$ cat config.mk
export PLATFORM = sky130hd
export DESIGN_NAME = mac_sequencer
export DESIGN_NICKNAME = d
export VERILOG_FILES = /design/src/rtl/mac_sequencer.sv
export SDC_FILE = /design/constraint.sdc
export NUM_CORES = 1
export LEC_CHECK = 0
export CAP_MARGIN = 20
export CORE_MARGIN = 3
export CORE_UTILIZATION = 53
export CTS_BUF_LIST = sky130_fd_sc_hd__clkbuf_2
export DETAILED_ROUTE_END_ITERATION = 8
export PLACE_DENSITY = 0.83
export SYNTH_ARGS = -nofsm -noshare
export SYNTH_HDL_FRONTEND = slang
export SYNTH_SLANG_ARGS = --single-unit
$ cat constraint.sdc
create_clock -name clk -period 3.63 [get_ports clk]
set_input_delay 0.5445 -clock clk [delete_from_list [all_inputs] [get_ports clk]]
set_output_delay 0.5445 -clock clk [all_outputs]
set_load 0.01 [all_outputs]
$ cat src/rtl/mac_sequencer.sv
// Multiply-accumulate sequencer: streams operand pairs into an external 8x8 multiplier
// and accumulates the products into a saturating accumulator with a valid/ready result port.
module mac_sequencer #(
    parameter int ACC_W = 24,
    parameter int CNT_W = 8
) (
    input  logic             clk,
    input  logic             reset,
    input  logic             start,
    input  logic [CNT_W-1:0] len,
    input  logic             in_valid,
    output logic             in_ready,
    input  logic [7:0]       in_a,
    input  logic [7:0]       in_b,
    output logic [7:0]       mul_a,
    output logic [7:0]       mul_b,
    input  logic [15:0]      mul_prod,
    output logic             out_valid,
    input  logic             out_ready,
    output logic [ACC_W-1:0] out_acc,
    output logic             out_ovf,
    output logic             busy
);

    typedef enum logic [1:0] {IDLE, RUN, DRAIN, DONE} state_t;

    state_t           state;
    logic [CNT_W-1:0] remaining;
    logic [ACC_W-1:0] acc;
    logic             pend;
    logic             accept;
    logic [ACC_W:0]   sum;

    always_comb begin
        accept = in_valid & in_ready & (state == RUN);
        sum    = {1'b0, acc} + {{(ACC_W-15){1'b0}}, mul_prod};
    end

    always_ff @(posedge clk or posedge reset) begin
        if (reset) begin
            state     <= IDLE;
            remaining <= '0;
            acc       <= '0;
            pend      <= 1'b0;
            mul_a     <= '0;
            mul_b     <= '0;
            in_ready  <= 1'b0;
            out_valid <= 1'b0;
            out_acc   <= '0;
            out_ovf   <= 1'b0;
            busy      <= 1'b0;
        end else begin
            // The product of the previous accept is on mul_prod now; a new accept re-arms pend.
            pend <= accept;
            if (pend) begin
                if (sum[ACC_W]) begin
                    acc     <= '1;
                    out_ovf <= 1'b1;
                end else begin
                    acc <= sum[ACC_W-1:0];
                end
            end
            if (accept) begin
                mul_a     <= in_a;
                mul_b     <= in_b;
                remaining <= remaining - CNT_W'(1);
            end

            case (state)
                IDLE: begin
                    if (start) begin
                        busy    <= 1'b1;
                        acc     <= '0;
                        out_ovf <= 1'b0;
                        if (len != '0) begin
                            state     <= RUN;
                            remaining <= len;
                            in_ready  <= 1'b1;
                        end else begin
                            state     <= DONE;
                            out_valid <= 1'b1;
                            out_acc   <= '0;
                        end
                    end
                end
                RUN: begin
                    if (accept && remaining == CNT_W'(1)) begin
                        in_ready <= 1'b0;
                        state    <= DRAIN;
                    end
                end
                DRAIN: begin
                    if (!pend) begin
                        state     <= DONE;
                        out_valid <= 1'b1;
                        out_acc   <= acc;
                    end
                end
                DONE: begin
                    if (out_ready) begin
                        state     <= IDLE;
                        out_valid <= 1'b0;
                        busy      <= 1'b0;
                    end
                end
                default: state <= IDLE;
            endcase
        end
    end

endmodule

==> results.yml <==
global_route:
  gr-total-overflow: 0
  antenna_found_initial: 0
  grt_max_degree: 55
  grt_pass1_wl_um: 16400
  grt_usage_pct: 23.3
  grt_pass1_vias: 3434
synth:
  async_flop_share_pct: 100
  synth_edf_count: 0
  ys_seq_area_share_pct: 47.2
  syn_avg_cell_area_um2: 10.8
  ys_seq_elements: 79
  synthDistinctLibCells: 63
  yosys_most_used_dff: "dfrtp_1"
  synth_cells: 388
  synth_nets: 456
  synth_area_um2: 4190
  synth_warnings: 0
final_layout:
  layout-drive-gt1-share_pct: 11.6
  fin_util_pct: 71.3
  fillCellCount: 564
  area_delta_synth_final_pct: 26.7
  multi_input_area_um2: 2060
  nets: 546
  final_common_cell: "clkdlybuf4s50_1"
  num_antenna_cells: 0
  final_cell_mix: "88 x clkdlybuf4s50_1, 79 x dfrtp_1, 38 x a21oi_1"
  regArea_um2: 1980
floorplanning:
  dieArea_um2: 9010
  coreArea_um2: 7450
  num_rows: 31
  die_x_um: 94.9
  ios: 89
  die_h_um: 94.9
  initial_core_util_pct: 56.3
power_and_ir_drop:
  finalPower_mw: 4.15
  power_density_nw_per_um2: 782
  p_leak_nw: 2.31
  irDropWorstVdd_mv: 0.477
setup_path:
  required_ps: 4040
  cp-start-kind: "flip-flop"
  crit_buf_inv: 0
  critical_path.max_fanout: 10
  max_stage_delay_ps: 480
  critical_path_class: "flip-flop to flip-flop"
  crit_slowest_cell: "dfrtp_1"
  arrival_ps: 3260
  setup.worst_path.end_class: "flip-flop"
  crit_family: "compound AO/OA/AOI/OAI gates"
  crit_chain: "ha_1 -> fa_1 -> a21o_1 -> nand4_1 -> nand3_1 -> a31oi_1 -> a31oi_2 -> a21bo_2 -> o221a_2"
clock_tree:
  clk-insertion-delay-late_ps: 510
  h-tree-depth: 3
  cts_buffers: 9
  cts_resized: 0
  cts-hold-fix-buffers: 0
  clkTransAtPathRegs_ps: 210
  clockBufferDepth: 2
  postCtsSetupBuffers: 0
  cts_tree: "built"
  cts_sinks: 79
  cts-root-buf: "clkbuf_2"
drt:
  firstDrtPassIters: 4
  drcViolationCount: 0
  drt_iter0_drc: 176
  ant_nets: 0
  num_vias: 3372
  vias_per_cell: 5.80
  wl_per_cell_um: 16.9
  wl_um: 9790
flow_run:
  max_cap_violations: 0
sta:
  slew_headroom_pct: 33.0
  fin_crit_sh_pct: 78.5
  rsz0062_at_grt: "no"
  drv_slew: 0
  fin_tns_setup_ps: 0
  hold_viol_final: 0
  fin_crit_ps: 2850
  worstMarginPinSlew_ps: 1010
  setup_slack_ps: 780
  setup_violations: 0
  max_freq_mhz: 351
  skew_ps: 17.5
  holdWs_ps: 385
status:
  status: "finished, final reports clean"
worst_hold_path:
  hp-class: "input port to asynchronous set/reset pin"
place:
  hpwl_um: 7110
  numPortBuffers: 88
  routabilityCongestion: 0.908
  pre_cts_ws_ps: 311
==> state kept, by name, summed over array words and instances (netlist names) <==
signal     cells
out_valid      1
state          2
in_ready       1
mul_a          8
out_acc       24
pend           1
acc           24
out_ovf        1
remaining      8
mul_b          8
busy           1
==> Yosys cell counts, types with 3 or more instances <==
library cell | n | area (um^2)
a22o_1 | 25 | 219
nor2b_1 | 3 | 18.8
nand2_1 | 27 | 101
xor2_1 | 9 | 78.8
nand3_1 | 8 | 40.0
a21oi_1 | 38 | 190
a21o_1 | 6 | 45.0
and3_1 | 6 | 37.5
o21ai_0 | 36 | 180
mux2_2 | 16 | 180
inv_1 | 12 | 45.0
nor3_1 | 5 | 25.0
a31oi_1 | 3 | 18.8
nor2_1 | 15 | 56.3
dfrtp_1 | 79 | 1980
a211oi_1 | 3 | 22.5
ha_1 | 22 | 275
buf_6 | 6 | 67.6
xnor2_1 | 11 | 96.3
o221a_2 | 3 | 33.8
==> area by class of cell <==
type                    count  area share [%]
well taps                  99            2.33
inverters                  13           0.919
multi-input cells         283            38.7
repair buffers             92            17.4
clock buffers               9           0.848
flip-flops and latches     79            37.2
clock inverters             6            2.52
==> kinds of logic (layout without fill, tap and decap cells) <==
logic type | count (synthesis) | after routing | synth area share, %
adder cells (fa/ha/maj) | 23 | 23 | 7.04
buffers and inverters | 26 | 120 | 3.76
AND/OR/NAND/NOR | 84 | 84 | 10.8
XOR/XNOR | 20 | 20 | 4.18
AO/OA/AOI/OAI | 138 | 138 | 22.3
flip-flops | 79 | 79 | 47.2
multiplexers | 18 | 18 | 4.78
==> per-layer routing <==
metal,vias to the layer above,GRT usage (%),wire length [um]
li1,1616,-,-
met1,1649,30.8,4280
met2,98,37.3,4870
met3,9,6.14,531
met4,0,7.57,106
met5,-,0,0
==> metrics by stage <==
stage                     std cells  area, um^2
after floorplan                 388        4190
after global placement          566        5130
after detailed placement        566        5130
after CTS                       581        5310
after global routing            581        5310
final                           581        5310
==> worst paths after layout <==
check                                start         end  slack (ps)  depth (start not counted)
worst max-delay path                acc[0]      acc[9]         780                          9
worst min-delay path                 reset  out_acc[4]         380                          2
worst max register to register      acc[0]      acc[9]         780                          9
max in group asynchronous            reset     acc[12]        2560                          3
min in group clk                out_acc[1]  out_acc[1]         530                          1
worst min register to register  out_acc[1]  out_acc[1]         530                          1
==> power by group <==
part | leakage, nW | switching [mW] | internal [mW] | total [mW]
Clock | 0.102 | 0.304 | 0.362 | 0.666
Combinational | 1.21 | 1.05 | 0.989 | 2.04
Sequential | 1.00 | 0.269 | 1.18 | 1.45
No activity file was read; power rests on OpenSTA's default activity.
==> variant 1, RTL diff (same flow settings) <==
The parameter `CNT_W` goes from 8 to 6.
--- a/src/rtl/mac_sequencer.sv
+++ b/src/rtl/mac_sequencer.sv
@@ -2,7 +2,7 @@
 // and accumulates the products into a saturating accumulator with a valid/ready result port.
 module mac_sequencer #(
     parameter int ACC_W = 24,
-    parameter int CNT_W = 8
+    parameter int CNT_W = 6
 ) (
     input  logic             clk,
     input  logic             reset,
Interface: changed (resized len); port bits go from 89 to 87. No check against the original RTL was run, so the function may have changed too.
==> variant 1 against the unedited design <==
  * Final area shrank 4.0%
  * Sequential cell count shrank 2
  * Critical endpoint is now acc[7]
  * Routed wire length down 6.1%
  * Area after synthesis is 4.0% lower
  * Worst setup slack gained 180 ps
Power is not compared: it rests on default switching activity, and its combinational part moved more than twofold at a synthesized area within 25%.
==> variant 1: results (changes against the unedited design) <==
- Run status: finished clean
- Placed Area: 0.00493 sq mm (-3.9%)
- Commonest cells in the synthesized netlist: dfrtp_1, o21ai_0, a21oi_1
- Synth cell types: 50 (-21%)
- Fill cells: 584 (+3.5%)
- Clock Skew: 34.4 ps (+16.9 ps)
- Share of layout cells above drive strength 1: 0.0991 (-0.0170)
- Ranking of synthesized cells by area: dfrtp_1, ha_1, a22o_1, mux2_2, o21ai_0
- Pleak: 2.34 nW
- First-pass GRT wire length: 15500 um (-5.4%)
- Total Wirelength: 9200 um (-6.1%)
- Crit path DAT: 3070 ps (-190 ps)
- CTS Buffer Depth: 2 (unchanged)
- Clk pin slew, worst setup/hold paths: 240 ps (+30 ps)
- Crit Path Max Fanout: 13 (+3)
- DP Worst Slack: 425 ps (+113 ps)
- Syn nets: 439 (-3.7%)
- Register area share after synthesis: 0.479 (+0.00721)
- Synth Area in Adders: 0.0734 (+0.00294)
- Max cap viols: 0 (unchanged)
- Initial DRC count: 191 (+8.5%)
- XOR/XNOR Fraction of Synth Area: 0.0414 (-0.000435)
- Largest net degree at the start of global routing: 34 (-38%)
- Skew-Pair Late Insertion Delay: 540 ps (+30 ps)
- Mux contribution to synthesized area: 0.0498 (+0.00199)
- Global-route usage over all layers: 0.225 (-0.00768)
- HPWL Detailed: 6520 um (-8.2%)
- Worst min path class: in -> async
- Compound-Gate Fraction of Synth Area: 0.220 (-0.00223)
- Rel. slew slack: 0.485 (+0.155)
- Routability cong.: 0.941 (+3.7%)
- # port buffers: 86 (-2.3%)
- Initial antenna violation count: 0 (unchanged)
- Routed vias/inst: 5.89 (+1.5%)
- Vias in the first global route: 3268 (-4.8%)
==> variant 1: stage by stage <==
step | instances | utilization | power (mW)
global placement | 547 | 0.676 | 0.983
finish | 563 | 0.699 | 1.59
global route | 563 | 0.699 | 1.65
floorplan | 373 | - | 0.923
detailed placement | 547 | 0.676 | 0.985
CTS | 563 | 0.699 | 1.60
==> variant 1: cells by family (layout without fill, tap and decap cells) <==
logic type                 Yosys count  in the layout
DFF                                 77             77
and+or+nand+nor                     78             78
xor gates and xnor gates            19             19
muxes                               18             18
adders and majority gates           23             23
AOI/OAI and AO/OA                  134            134
buffers and inverters               24            115
==> variant 1: layer usage <==
layer / vias up / routed length [um] / GRT usage
met2: 126 / 4360 / 0.356
met4: 0 / 150 / 0.0781
met1: 1613 / 4070 / 0.304
met3: 16 / 615 / 0.0531
met5: - / 0 / 0
li1: 1560 / - / -
==> variant 1: path summary, 6_finish.rpt <==
path | startpoint | end | slack [ps] | cells past startpoint
setup / recovery | acc[0] | acc[7] | 960 | 9
hold / removal | reset | mul_a[1] | 240 | 2
setup reg to reg | acc[0] | acc[7] | 960 | 9
hold reg to reg | out_acc[12] | out_acc[12] | 530 | 1
max in group asynchronous | reset | acc[12] | 2620 | 3
min in group clk | out_acc[12] | out_acc[12] | 530 | 1
==> variant 1: layout make-up <==
type,count,area share
repair buffers,89,0.173
flip-flops and latches,77,0.378
clock inverters,7,0.0236
clock buffers,9,0.00884
inverters,10,0.00736
well taps,99,0.0243
multi-input cells,272,0.385
==> variant 1: power by group through the flow <==
stage                     registers [mW]  clock network [mW]  logic (mW)
final                              0.859               0.617       0.112
after global routing               0.860               0.667       0.123
after CTS                          0.859               0.626       0.112
after detailed placement           0.874                   0       0.111
after global placement             0.874                   0       0.109
after floorplan                    0.874                   0      0.0487
==> variant 1: critical path, cell delays in order (launching register included) <==
cell,delay (ps)
dfrtp_1,460
ha_1,240
fa_1,440
a211oi_1,270
nor3_1,100
o21ai_0,190
a21oi_2,120
nand2_1,90
and2_1,480
a21oi_1,150
==> variant 2, RTL diff (config.mk and constraints unchanged) <==
Without the edit above. Re-encode `state_t` (4 states) as one-hot, 4 bits wide.
--- a/src/rtl/mac_sequencer.sv
+++ b/src/rtl/mac_sequencer.sv
@@ -22,7 +22,7 @@
     output logic             busy
 );
 
-    typedef enum logic [1:0] {IDLE, RUN, DRAIN, DONE} state_t;
+    typedef enum logic [3:0] {IDLE = 4'b0001, RUN = 4'b0010, DRAIN = 4'b0100, DONE = 4'b1000} state_t;
 
     state_t           state;
     logic [CNT_W-1:0] remaining;
Check against the original RTL: no difference found for any inputs over 4 cycles, from zero or initial values and one cycle with reset high; so few cycles prove little.
==> variant 2 against the unedited design <==
  * Utilization decreased by 1.4 points
  * Power decreased by 25%
  * Area after synthesis increased by 2.1%
  * Global-route usage about the same
  * Sequential cell count increased by 2
  * Routed wire length increased by 4.1%
  * Worst setup slack improved by 170 ps
  * Final area increased by 2.2%
  * Sequential power decreased by 11%
  * Critical endpoint is now acc[7]
  * Largest cell class unchanged
  * Largest power group unchanged
==> variant 2: results (changes against the unedited design) <==
- Run status: finished clean
- Grt ovf: 0 (unchanged)
- Routability cong.: 0.915 (+0.77%)
- Slowest cell delay on critical path: 460 ps (-20 ps)
- Met3 Use GR: 0.0352 (-0.0262)
- Commonest cells in the synthesized netlist: dfrtp_1, nand2_1, a21oi_1
- Syn nets: 476 (+4.4%)
- Final hold slack: 358 ps (-27.2 ps)
- Pleak: 2.33 nW (+1.1%)
- Wire per inst: 16.8 um (-0.57%)
- Ranking of synthesized cells by area: dfrtp_1, ha_1, a22o_1, mux2_2, a21oi_1
- Reg-to-reg setup timing slack: 950 ps (+170 ps)
- Initial DRC count: 181 (+2.8%)
- Rel. slew slack: 0.516 (+0.186)
- Crit Path Max Fanout: 8 (-2)
- Largest net degree at the start of global routing: 43 (-22%)
- Post-Syn Area per Cell: 10.4 sq um (-3.9%)
- Biggest regs: acc x24, out_acc x24
- Via count: 3624 (+7.5%)
- Synth cell types: 53 (-16%)
- Total Wirelength: 10200 um (+4.1%)
- Asr flop ratio synth: 1.00 (unchanged)
- YS warnings: 0 (unchanged)
- Worst r2r path cells: 7 (-2)
- Crit path DAT: 3180 ps (-80 ps)
- Num CTS Buffers: 9 (unchanged)
- Placed insts: 590 (+4.2%)
- Nets: 565 (+3.5%)
- Clk pin slew, worst setup/hold paths: 250 ps (+40 ps)
- HPWL Detailed: 7430 um (+4.5%)
- Met2 Usage GRT: 0.369 (-0.00344)
- Delay-heaviest family, CP: compound AO/OA/AOI/OAI gates
- Least-Margin Pin Slew: 726 ps (-280 ps)
- Met1 Use GR: 0.324 (+0.0158)
- Register area share after synthesis: 0.474 (+0.00233)
- Worst R2R Start: acc[14]
- Skew-Pair Late Insertion Delay: 560 ps (+50 ps)
- Worst path slowest cell: dfrtp_1
- Global-route usage over all layers: 0.232 (about the same)
- Max IR drop VDD: 0.274 mV (-42%)
- TritonRoute pass-1 iters: 5 (+1)
- # resized after CTS: 0 (unchanged)
- Share of layout cells above drive strength 1: 0.123 (+0.00635)
- FF-to-FF End: acc[7]
- Clock Skew: 43.0 ps (+25.6 ps)
- Vias in the first global route: 3531 (+2.8%)
- First-pass GRT wire length: 16700 um (+1.9%)
- Placed Area: 0.00527 sq mm (+2.7%)
- Crit Path Class: reg -> reg
variant 2: cell types whose count changed in the layout (fill, tap and decap cells not counted), moves of 6 or more:
cell	change
a31oi_1	+7
nor3_1	+6
o21ai_0	-11
a21oi_1	-11
nand3_1	+6
variant 2: cell type report:
| type | instances | area [sq um] |
|---|---|---|
| multi-input combinational | 298 | 2130 |
| clock buffer | 9 | 45.0 |
| inverter | 14 | 53.8 |
| timing repair buffer | 97 | 968 |
| tap | 102 | 128 |
| fill | 592 | 2340 |
| clock inverter | 7 | 77.6 |
| sequential | 81 | 2030 |
variant 2: cell families after synthesis:
logic type               share of synthesized area
XOR/XNOR                                    0.0348
adder cells (fa/ha/maj)                     0.0573
multiplexers                                0.0447
buffers and inverters                       0.0316
AO/OA/AOI/OAI                                0.226
AND/OR/NAND/NOR                              0.132
flip-flops                                   0.474
variant 2: where the power goes:
group / internal (mW) / total [mW] / switching (mW)
combinational: 0.652 / 1.30 / 0.649
clock: 0.167 / 0.504 / 0.337
sequential: 1.11 / 1.29 / 0.177
variant 2: worst max-delay path by stage:
| stage | endpoint |
|---|---|
| finish | acc[7] |
| global route | acc[15] |
| CTS | acc[10] |
| detailed placement | acc[7] |
| global placement | acc[14] |
| floorplan | acc[0] |
variant 2: metal layers:
metal | share of wire | wire (um)
met3 | 0.047 | 481
met4 | 0.020 | 207
met2 | 0.48 | 4920
met1 | 0.45 | 4590
met5 | 0 | 0
variant 2: stage by stage:
step	power (mW)	setup slack, ps	utilization
5_1_grt	3.31	781	0.699
6_report	3.09	948	0.699
3_3_place_gp	2.53	443	0.678
4_1_cts	3.09	925	0.694
3_5_place_dp	2.58	364	0.678
2_1_floorplan	2.13	1010	-
